### config.mk
export PLATFORM = sky130hd
export DESIGN_NAME = adder_tree_acc
export DESIGN_NICKNAME = d
export VERILOG_FILES = /design/src/rtl/adder_tree_acc.sv
export SDC_FILE = /design/constraint.sdc
export NUM_CORES = 1
export LEC_CHECK = 0
export CAP_MARGIN = 40
export CORE_AREA = 4 4 219 221
export DETAILED_ROUTE_END_ITERATION = 10
export DIE_AREA = 0 0 223 225
export PLACE_DENSITY_LB_ADDON = 0.05
export SYNTH_ARGS = -nofsm -noshare
export SYNTH_HDL_FRONTEND = slang
export SYNTH_SLANG_ARGS = --single-unit
export TNS_END_PERCENT = 30
### constraint.sdc
create_clock -name clk -period 10.4 [get_ports clk]
set_clock_uncertainty 0.2 [all_clocks]
set_input_delay 1.56 -clock clk [delete_from_list [all_inputs] [get_ports clk]]
set_output_delay 1.56 -clock clk [all_outputs]
set_load 0.02 [all_outputs]
### src/rtl/adder_tree_acc.sv
// adder_tree_acc: pipelined signed adder tree with a group accumulator.
//
// Each beat carries NUM_PP signed partial products. They are reduced by a
// binary tree with one register per level. The tree sum then enters an
// accumulator that either sums consecutive beats until in_last, or treats
// every beat as its own group when acc_en=0.
//
// Handshake: valid-only stream. A beat is accepted on every rising edge
// where in_valid=1. There is no ready and no backpressure. out_valid is a
// one-cycle pulse, and out_data/out_ovf hold their values until the next
// pulse.
//
// Build option: define ADDER_TREE_ACC_SAT_EN to clamp an overflowing
// accumulator to the signed ACC_W limits. Without it (the default), the
// accumulator wraps in two's complement. out_ovf behaves the same in both
// builds.
module adder_tree_acc #(
  parameter int NUM_PP = 9,
  parameter int PP_W   = 16,
  parameter int ACC_W  = 24
) (
  input  logic                     clk,
  input  logic                     rst,
  input  logic                     in_valid,
  input  logic                     in_last,
  input  logic                     acc_en,
  input  logic [NUM_PP*PP_W-1:0]   pp_bus,
  output logic                     out_valid,
  output logic signed [ACC_W-1:0]  out_data,
  output logic                     out_ovf
);

  localparam int LEVELS = (NUM_PP > 1) ? $clog2(NUM_PP) : 0;
  localparam int SUM_W  = PP_W + LEVELS;

  // Number of live operands at a given tree level (level 0 = raw inputs).
  function automatic int level_cnt(input int lvl);
    int n;
    n = NUM_PP;
    for (int i = 0; i < lvl; i++) n = (n + 1) / 2;
    return n;
  endfunction

  if (NUM_PP < 1 || NUM_PP > 32) begin : g_bad_num_pp
    $error("adder_tree_acc: NUM_PP must be in 1..32");
  end
  if (ACC_W < SUM_W) begin : g_bad_acc_w
    $error("adder_tree_acc: ACC_W must be at least PP_W + LEVELS");
  end

  // Tree levels. Every node is carried at SUM_W bits. Sign-extending an
  // operand all the way up front gives the same value as extending it by
  // one bit per level. A pair sum at level l fits in PP_W+l bits, so no
  // level can overflow. An odd leftover operand moves to the next level
  // unchanged.
  for (genvar l = 0; l <= LEVELS; l++) begin : g_lvl
    localparam int N = level_cnt(l);
    logic signed [SUM_W-1:0] node [N];
    logic v;
    logic lst;
    logic en;

    if (l == 0) begin : g_src
      for (genvar j = 0; j < N; j++) begin : g_pp
        assign node[j] = SUM_W'($signed(pp_bus[j*PP_W +: PP_W]));
      end
      assign v   = in_valid;
      assign lst = in_last;
      assign en  = acc_en;
    end else begin : g_add
      localparam int NP = level_cnt(l - 1);
      for (genvar j = 0; j < N; j++) begin : g_node
        if (2*j + 1 < NP) begin : g_pair
          // Register the sum of an adjacent operand pair.
          always_ff @(posedge clk or posedge rst)
            if (rst) node[j] <= '0;
            else     node[j] <= g_lvl[l-1].node[2*j] + g_lvl[l-1].node[2*j+1];
        end else begin : g_pass
          // Register an odd leftover operand so it stays aligned.
          always_ff @(posedge clk or posedge rst)
            if (rst) node[j] <= '0;
            else     node[j] <= g_lvl[l-1].node[2*j];
        end
      end
      // Beat control travels alongside the data, one stage per level.
      always_ff @(posedge clk or posedge rst)
        if (rst) begin
          v   <= 1'b0;
          lst <= 1'b0;
          en  <= 1'b0;
        end else begin
          v   <= g_lvl[l-1].v;
          lst <= g_lvl[l-1].lst;
          en  <= g_lvl[l-1].en;
        end
    end
  end

  // Accumulator group state. FIRST means the next valid beat opens a new
  // group.
  typedef enum logic {
    FIRST = 1'b0,
    ACCUM = 1'b1
  } grp_state_t;

  grp_state_t              state;
  logic signed [ACC_W-1:0] acc;
  logic                    acc_ovf;

  logic                    tree_v;
  logic                    closing;
  logic signed [ACC_W-1:0] tree_sum;
  logic signed [ACC_W-1:0] base;
  logic signed [ACC_W:0]   raw;
  logic                    beat_ovf;
  logic                    grp_ovf;
  logic signed [ACC_W-1:0] acc_next;

`ifdef ADDER_TREE_ACC_SAT_EN
  localparam logic signed [ACC_W-1:0] ACC_MAX = {1'b0, {(ACC_W-1){1'b1}}};
  localparam logic signed [ACC_W-1:0] ACC_MIN = {1'b1, {(ACC_W-1){1'b0}}};
`endif

  // Next accumulator value, overflow detection and group-close decision.
  always_comb begin
    tree_v   = g_lvl[LEVELS].v;
    closing  = g_lvl[LEVELS].lst | ~g_lvl[LEVELS].en;
    tree_sum = ACC_W'(g_lvl[LEVELS].node[0]);
    base     = (state == FIRST) ? '0 : acc;
    raw      = (ACC_W+1)'(base) + (ACC_W+1)'(tree_sum);
    // The sum leaves the signed ACC_W range exactly when the two top bits
    // of the one-bit-wider result differ.
    beat_ovf = raw[ACC_W] ^ raw[ACC_W-1];
    grp_ovf  = beat_ovf | ((state == ACCUM) & acc_ovf);
`ifdef ADDER_TREE_ACC_SAT_EN
    if (beat_ovf) acc_next = raw[ACC_W] ? ACC_MIN : ACC_MAX;
    else          acc_next = raw[ACC_W-1:0];
`else
    acc_next = raw[ACC_W-1:0];
`endif
  end

  // Group accumulation, result register and the one-cycle valid pulse.
  always_ff @(posedge clk or posedge rst)
    if (rst) begin
      state     <= FIRST;
      acc       <= '0;
      acc_ovf   <= 1'b0;
      out_valid <= 1'b0;
      out_data  <= '0;
      out_ovf   <= 1'b0;
    end else begin
      out_valid <= 1'b0;
      if (tree_v) begin
        if (closing) begin
          out_valid <= 1'b1;
          out_data  <= acc_next;
          out_ovf   <= grp_ovf;
          acc       <= '0;
          acc_ovf   <= 1'b0;
          state     <= FIRST;
        end else begin
          acc       <= acc_next;
          acc_ovf   <= grp_ovf;
          state     <= ACCUM;
        end
      end
    end

endmodule

==> flow_metrics.py, run 1 <==
metrics = {
    "global_routing": {
        "antenna_found_initial": 3,
        "grt_max_degree": 82,
        "grt-ovfl-total": 0,
        "track_usage": 0.139,
        "grt_pass1_vias": 11676,
        "grt_pass1_wl_mm": 58.2,
    },
    "synth": {
        "yosys_most_used_dff": "dfrtp_1",
        "netlist_top_cells_area": "dfrtp_1 (44%), ha_1 (14%), xnor2_1 (4.7%)",
        "avgSynthCellArea_um2": 9.99,
        "synth-seq-cells": 255,
        "ys_async_sr_fraction": 1.00,
        "syn_nets": 1773,
        "synth-seq-area-share": 0.439,
        "synth_edf_count": 0,
        "synth_top_area_share": 0.439,
        "yosysWarnings": 0,
        "synth_top_area_cell": "dfrtp_1",
        "netlist_area_um2": 14500,
        "synthCells": 1456,
        "ys_types": 67,
    },
    "timing": {
        "setup_violations": 0,
        "hold_slack_ns": 0.143,
        "fin_crit_sh": 0.363,
        "finalHoldViolCount": 0,
        "slew_headroom": 0.566,
        "fmax_mhz": 265,
        "grt_setup_unrepaired": "false",
        "drv_slew": 0,
        "tightest_slew_ns": 0.650,
        "period_minus_slack_ns": 3.77,
        "setup_tns_ns": 0,
    },
    "placed_design": {
        "dp_hpwl_mm": 28.0,
        "port_buffers": 174,
        "routabilityCongestion": 0.800,
    },
    "route": {
        "remaining_drc_errors": 0,
        "ant_nets": 0,
        "via_count": 10948,
        "viasPerCell": 4.83,
        "dr.pass1.iters": 5,
        "drt_iter0_drc": 453,
        "wl_mm": 34.9,
        "routedWlPerCell_um": 15.4,
    },
    "floorplanning": {
        "rows": 79,
        "core_area_um2": 46200,
        "initial_core_util": 0.315,
        "ios": 175,
        "die_h_um": 225,
        "die_area_um2": 50200,
        "fp.dieW_um": 223,
    },
    "critical_path": {
        "end_kind": "flop",
        "cp_common_cell": "o21ai_0",
        "crit_arrival_ns": 4.00,
        "path_buf_inv": 2,
        "worstPathRequired_ns": 10.63,
        "path_cells": "clkdlybuf4s50_1 > ha_1 > inv_1 > fa_1 > nor2b_1 > o21a_1 > o21ai_1 > a211oi_1 > nor4_1 > o21ai_0 > o21ai_0",
        "crit_fanout": 3,
        "max_stage_delay_ns": 0.46,
        "crit_family": "compound AO/OA/AOI/OAI gates",
        "worst_setup_path_start_kind": "input pin",
        "criticalPathCategory": "input pin to flop",
        "critPathSlowestCell": "clkdlybuf4s50_1",
    },
    "clock_network": {
        "cts_resized": 0,
        "ctsRootBufferMaster": "clkbuf_16",
        "hold_buffers": 0,
        "clockBufferDepth": 3,
        "cts_sinks": 255,
        "h-tree-depth": 1,
        "cts_tree": "done",
        "cts_buffers": 30,
        "cts_setup_buffers": 0,
        "clk_pin_slew_ns": 0.06,
        "worstSkewPairLatency_ns": 0.55,
    },
    "outcome": {
        "status": "finished, final reports clean",
    },
    "layout": {
        "fill_cells": 4609,
        "area.growth.synth_to_final_pct": 24.4,
        "mostFrequentLayoutCell": "dfrtp_1",
        "final_cell_mix": "dfrtp_1 (255), clkdlybuf4s50_1 (174), ha_1 (159)",
        "drive_gt1_frac": 0.0439,
        "nets": 1957,
        "diodes": 0,
    },
    "hold_path": {
        "hold_class": "flop to flop",
    },
    "pwr": {
        "p_per_area_nw_per_um2": 249,
        "ir_drop_mv": 0.144,
        "power_leakage_nw": 8.23,
    },
    "flow_run": {
        "drv_cap": 0,
    },
}
## cell type report
cell class | count | area (um^2) | area share
Clock inverter | 8 | 96.3 | 0.00533
Timing Repair Buffer | 182 | 1870 | 0.104
Sequential cell | 255 | 6380 | 0.353
Tap cell | 607 | 759 | 0.0420
Multi-Input combinational cell | 1082 | 7710 | 0.426
Inverter | 89 | 342 | 0.0189
Clock buffer | 46 | 922 | 0.0510
## per-stage QoR
| step | total power [mW] | instances | util | setup WS, ns | cell area, um^2 |
|---|---|---|---|---|---|
| 3_5_place_dp | 3.50 | 2215 | 0.370 | 6.01 | 17100 |
| 6_report | 4.51 | 2269 | 0.392 | 6.63 | 18100 |
| 5_1_grt | 4.89 | 2269 | 0.392 | 6.39 | 18100 |
| 3_3_place_gp | 3.49 | 2211 | 0.368 | 6.06 | 17000 |
| 4_1_cts | 4.59 | 2269 | 0.392 | 6.61 | 18100 |
| 2_1_floorplan | 2.91 | 1456 | - | 1.63 | 14500 |
## power breakdown
| group | switching [mW] | total, mW | leakage [nW] | internal (mW) |
|---|---|---|---|---|
| Sequential | 0.119 | 1.40 | 3.04 | 1.29 |
| Clock | 0.400 | 1.05 | 0.502 | 0.655 |
| Combinational | 1.14 | 2.05 | 4.69 | 0.905 |
| Total | 1.66 | 4.51 | 8.23 | 2.85 |
## cell families (layout without fill, tap and decap cells)
family,count (synthesis),count (layout),share of synthesized area
compound gates,447,447,0.198
simple gates,350,350,0.112
flops,255,255,0.439
fa+ha+maj,168,168,0.149
buf+inv,119,325,0.0311
xor+xnor,114,114,0.0687
mux,3,3,0.00206
## path summary, 6_finish.rpt
kind / cells past startpoint / from / slack [ns] / to
max: 11 / pp_bus[32] / 6.63 / g_lvl[1].node[76]$_DFF_PP0_
min: 0 / g_lvl[2].node[10]$_DFF_PP0_ / 0.14 / g_lvl[3].node[10]$_DFF_PP0_
min reg2reg: 0 / g_lvl[2].node[10]$_DFF_PP0_ / 0.14 / g_lvl[3].node[10]$_DFF_PP0_
min in group asynchronous: 2 / rst / 1.20 / out_data[2]$_DFFE_PP0P_
max in group asynchronous: 4 / rst / 7.35 / g_lvl[3].node[28]$_DFF_PP0_
max reg2reg: 11 / state$_DFFE_PP0P_ / 7.16 / out_ovf$_DFFE_PP0P_
## synthesized netlist by cell type (8+ instances only)
cell type	count
xor2_1	36
dfrtp_1	255
and3_1	8
nor3_1	24
nand3_1	22
ha_1	159
fa_1	9
xnor2_1	78
o21ai_0	66
nand2b_1	16
a211oi_1	10
a21boi_1	9
inv_1	89
a21oi_1	107
a211o_1	9
nor2_1	121
o22ai_1	27
o21a_1	20
or3_1	8
nand2_1	87
a31oi_1	28
nand4_1	12
clkbuf_1	26
o21ai_1	35
nor2b_1	23
a21o_1	67
## per-layer routing
| layer | GRT usage | vias to the layer above | wire (um) |
|---|---|---|---|
| met1 | 0.173 | 5137 | 15500 |
| li1 | - | 5576 | - |
| met3 | 0.0257 | 46 | 1570 |
| met4 | 0.0368 | 6 | 731 |
| met2 | 0.250 | 183 | 17100 |
| met5 | 0 | - | 34 |
## registers in the layout (all words and copies together), names as in the netlist
register and flops:
state 1, out_ovf 1, out_valid 1, acc 24, g_lvl.en 4, out_data 24, acc_ovf 1, g_lvl.node 191
g_lvl.lst 4, g_lvl.v 4
Note: power is estimated with default switching activity, not from simulation.
==> run 2, diff against run 1 <==
==> constraint.sdc (replaced) <==
create_clock -name clk -period 3.03 [get_ports clk]
set_clock_uncertainty 0.2 [all_clocks]
set_input_delay 0.4545 -clock clk [delete_from_list [all_inputs] [get_ports clk]]
set_output_delay 0.4545 -clock clk [all_outputs]
set_load 0.02 [all_outputs]
==> flow_metrics.py, run 2 (same netlist as run 1, synthesis figures left out) <==
metrics = {
    "floorplanning": {
        "rows": 79,
        "fp.dieW_um": 223,
        "die_area_um2": 50200,
        "ios": 175,
        "core_area_um2": 46200,
        "die_h_um": 225,
        "initial_core_util": 0.315,
    },
    "critical_path": {
        "crit_family": "compound AO/OA/AOI/OAI gates",
        "end_kind": "flop",
        "worstPathRequired_ns": 3.26,
        "critPathSlowestCell": "a2111o_1",
        "criticalPathCategory": "flop to flop",
        "worst_setup_path_start_kind": "flop",
        "crit_arrival_ns": 3.12,
        "path_cells": "and2_1 > ha_1 > a211o_1 > a21oi_2 > o21ai_1 > a2111o_1 > a41oi_2 > xor2_1 > o22ai_1",
        "crit_fanout": 4,
        "max_stage_delay_ns": 0.47,
        "path_buf_inv": 0,
        "path_depth": 9,
        "reg2reg_depth": 9,
    },
    "layout": {
        "nets": 2038,
        "finalInstanceArea_um2": 18900,
        "mostFrequentLayoutCell": "dfrtp_1",
        "largest_reg_flops": 191,
        "fill_cells": 4551,
        "final_cell_mix": "dfrtp_1 (255), clkdlybuf4s50_1 (174), ha_1 (157)",
        "area.growth.synth_to_final_pct": 29.6,
        "drive_gt1_frac": 0.0968,
        "seq_area_um2": 6380,
        "top_register": "g_lvl.node",
        "top_regs": "g_lvl.node (191), acc (24), out_data (24)",
        "diodes": 0,
        "fin_util": 0.408,
        "multiInputGateArea_um2": 7750,
        "fin_cells": 2352,
    },
    "placed_design": {
        "dp_hpwl_mm": 28.8,
        "post_dp_cell_area_um2": 17700,
        "routabilityCongestion": 0.823,
        "port_buffers": 174,
        "place_ws_ns": -0.0916,
        "dp.cells": 2295,
    },
    "pwr": {
        "power_frac_comb": 0.459,
        "p_sw_frac": 0.362,
        "switching_power_mw": 5.91,
        "ir_drop_mv": 0.538,
        "p_per_area_nw_per_um2": 866,
        "p_clk_frac": 0.246,
        "p_int_mw": 10.4,
        "p_seq_frac": 0.295,
        "power_leakage_nw": 8.67,
        "power_mw": 16.3,
    },
    "timing": {
        "setup_violations": 0,
        "fin_ws_ns": 0.140,
        "setup_tns_ns": 0,
        "fin_crit_sh": 0.954,
        "period_minus_slack_ns": 2.89,
        "tightest_slew_ns": 0.638,
        "finalHoldViolCount": 0,
        "slew_headroom": 0.568,
        "fmax_mhz": 346,
        "drv_slew": 0,
        "grt_setup_unrepaired": "false",
        "hold_slack_ns": 0.0870,
    },
    "clock_network": {
        "cts_tree": "done",
        "ctsRootBufferMaster": "clkbuf_16",
        "h-tree-depth": 1,
        "worstSkewPairLatency_ns": 0.56,
        "clockBufferDepth": 3,
        "cts_setup_buffers": 0,
        "cts_sinks": 255,
        "clk_pin_slew_ns": 0.06,
        "hold_buffers": 0,
        "cts_buffers": 31,
    },
    "route": {
        "drt_iter0_drc": 390,
        "remaining_drc_errors": 0,
        "wl_mm": 35.7,
        "ant_nets": 0,
        "via_count": 11231,
        "dr.pass1.iters": 4,
        "viasPerCell": 4.78,
        "routedWlPerCell_um": 15.2,
    },
    "global_routing": {
        "grt_pass1_vias": 11883,
        "grt_pass1_wl_mm": 59.6,
        "grt_max_degree": 62,
        "track_usage": 0.143,
        "grt-ovfl-total": 0,
        "antenna_found_initial": 1,
    },
    "outcome": {
        "status": "finished, final reports clean",
    },
    "hold_path": {
        "hold_class": "input pin to asynchronous set/reset pin",
    },
    "flow_run": {
        "drv_cap": 0,
    },
}
-- run 2: what timing repair did --
action,4_1_cts,5_1_grt
pin swaps,0,10
resized for setup,1,9
endpoints found under the setup margin,1,21
-- run 2: routing by layer --
metal,share of wire,track usage,up-vias
met2,0.50,0.258,182
met5,0.00056,0,-
met4,0.019,0.0328,2
met3,0.039,0.0224,50
li1,-,-,5744
met1,0.45,0.179,5253
-- run 2: final cells by class --
cell class / instances / share of cell area
clock inverters: 21 / 0.0159
flip-flops and latches: 255 / 0.338
inverters: 89 / 0.0179
clock buffers: 36 / 0.0437
multi-input cells: 1082 / 0.411
repair buffers: 262 / 0.133
well taps: 607 / 0.0403
-- run 2: power by group through the flow --
stage                     Clock, mW  Sequential (mW)  Combinational, mW
after CTS                      4.18             4.84               7.57
final                          4.02             4.82               7.49
after global placement            0             4.88               7.52
after detailed placement          0             4.90               7.52
after global routing           4.31             4.93               8.44
after floorplan                   0             4.94               5.04
-- run 2: path summary, 6_finish.rpt --
kind                                                  from  slack (ns)                         end
worst max-delay path                     state$_DFFE_PP0P_        0.14         acc[21]$_DFFE_PP0P_
worst min-delay path                                   rst        0.09     out_data[4]$_DFFE_PP0P_
worst max register to register           state$_DFFE_PP0P_        0.14         acc[21]$_DFFE_PP0P_
worst min register to register  g_lvl[2].node[2]$_DFF_PP0_        0.14  g_lvl[3].node[2]$_DFF_PP0_
max in group asynchronous                              rst        1.84        g_lvl[1].v$_DFF_PP0_
min in group clk                               pp_bus[136]        0.13  g_lvl[1].node[8]$_DFF_PP0_
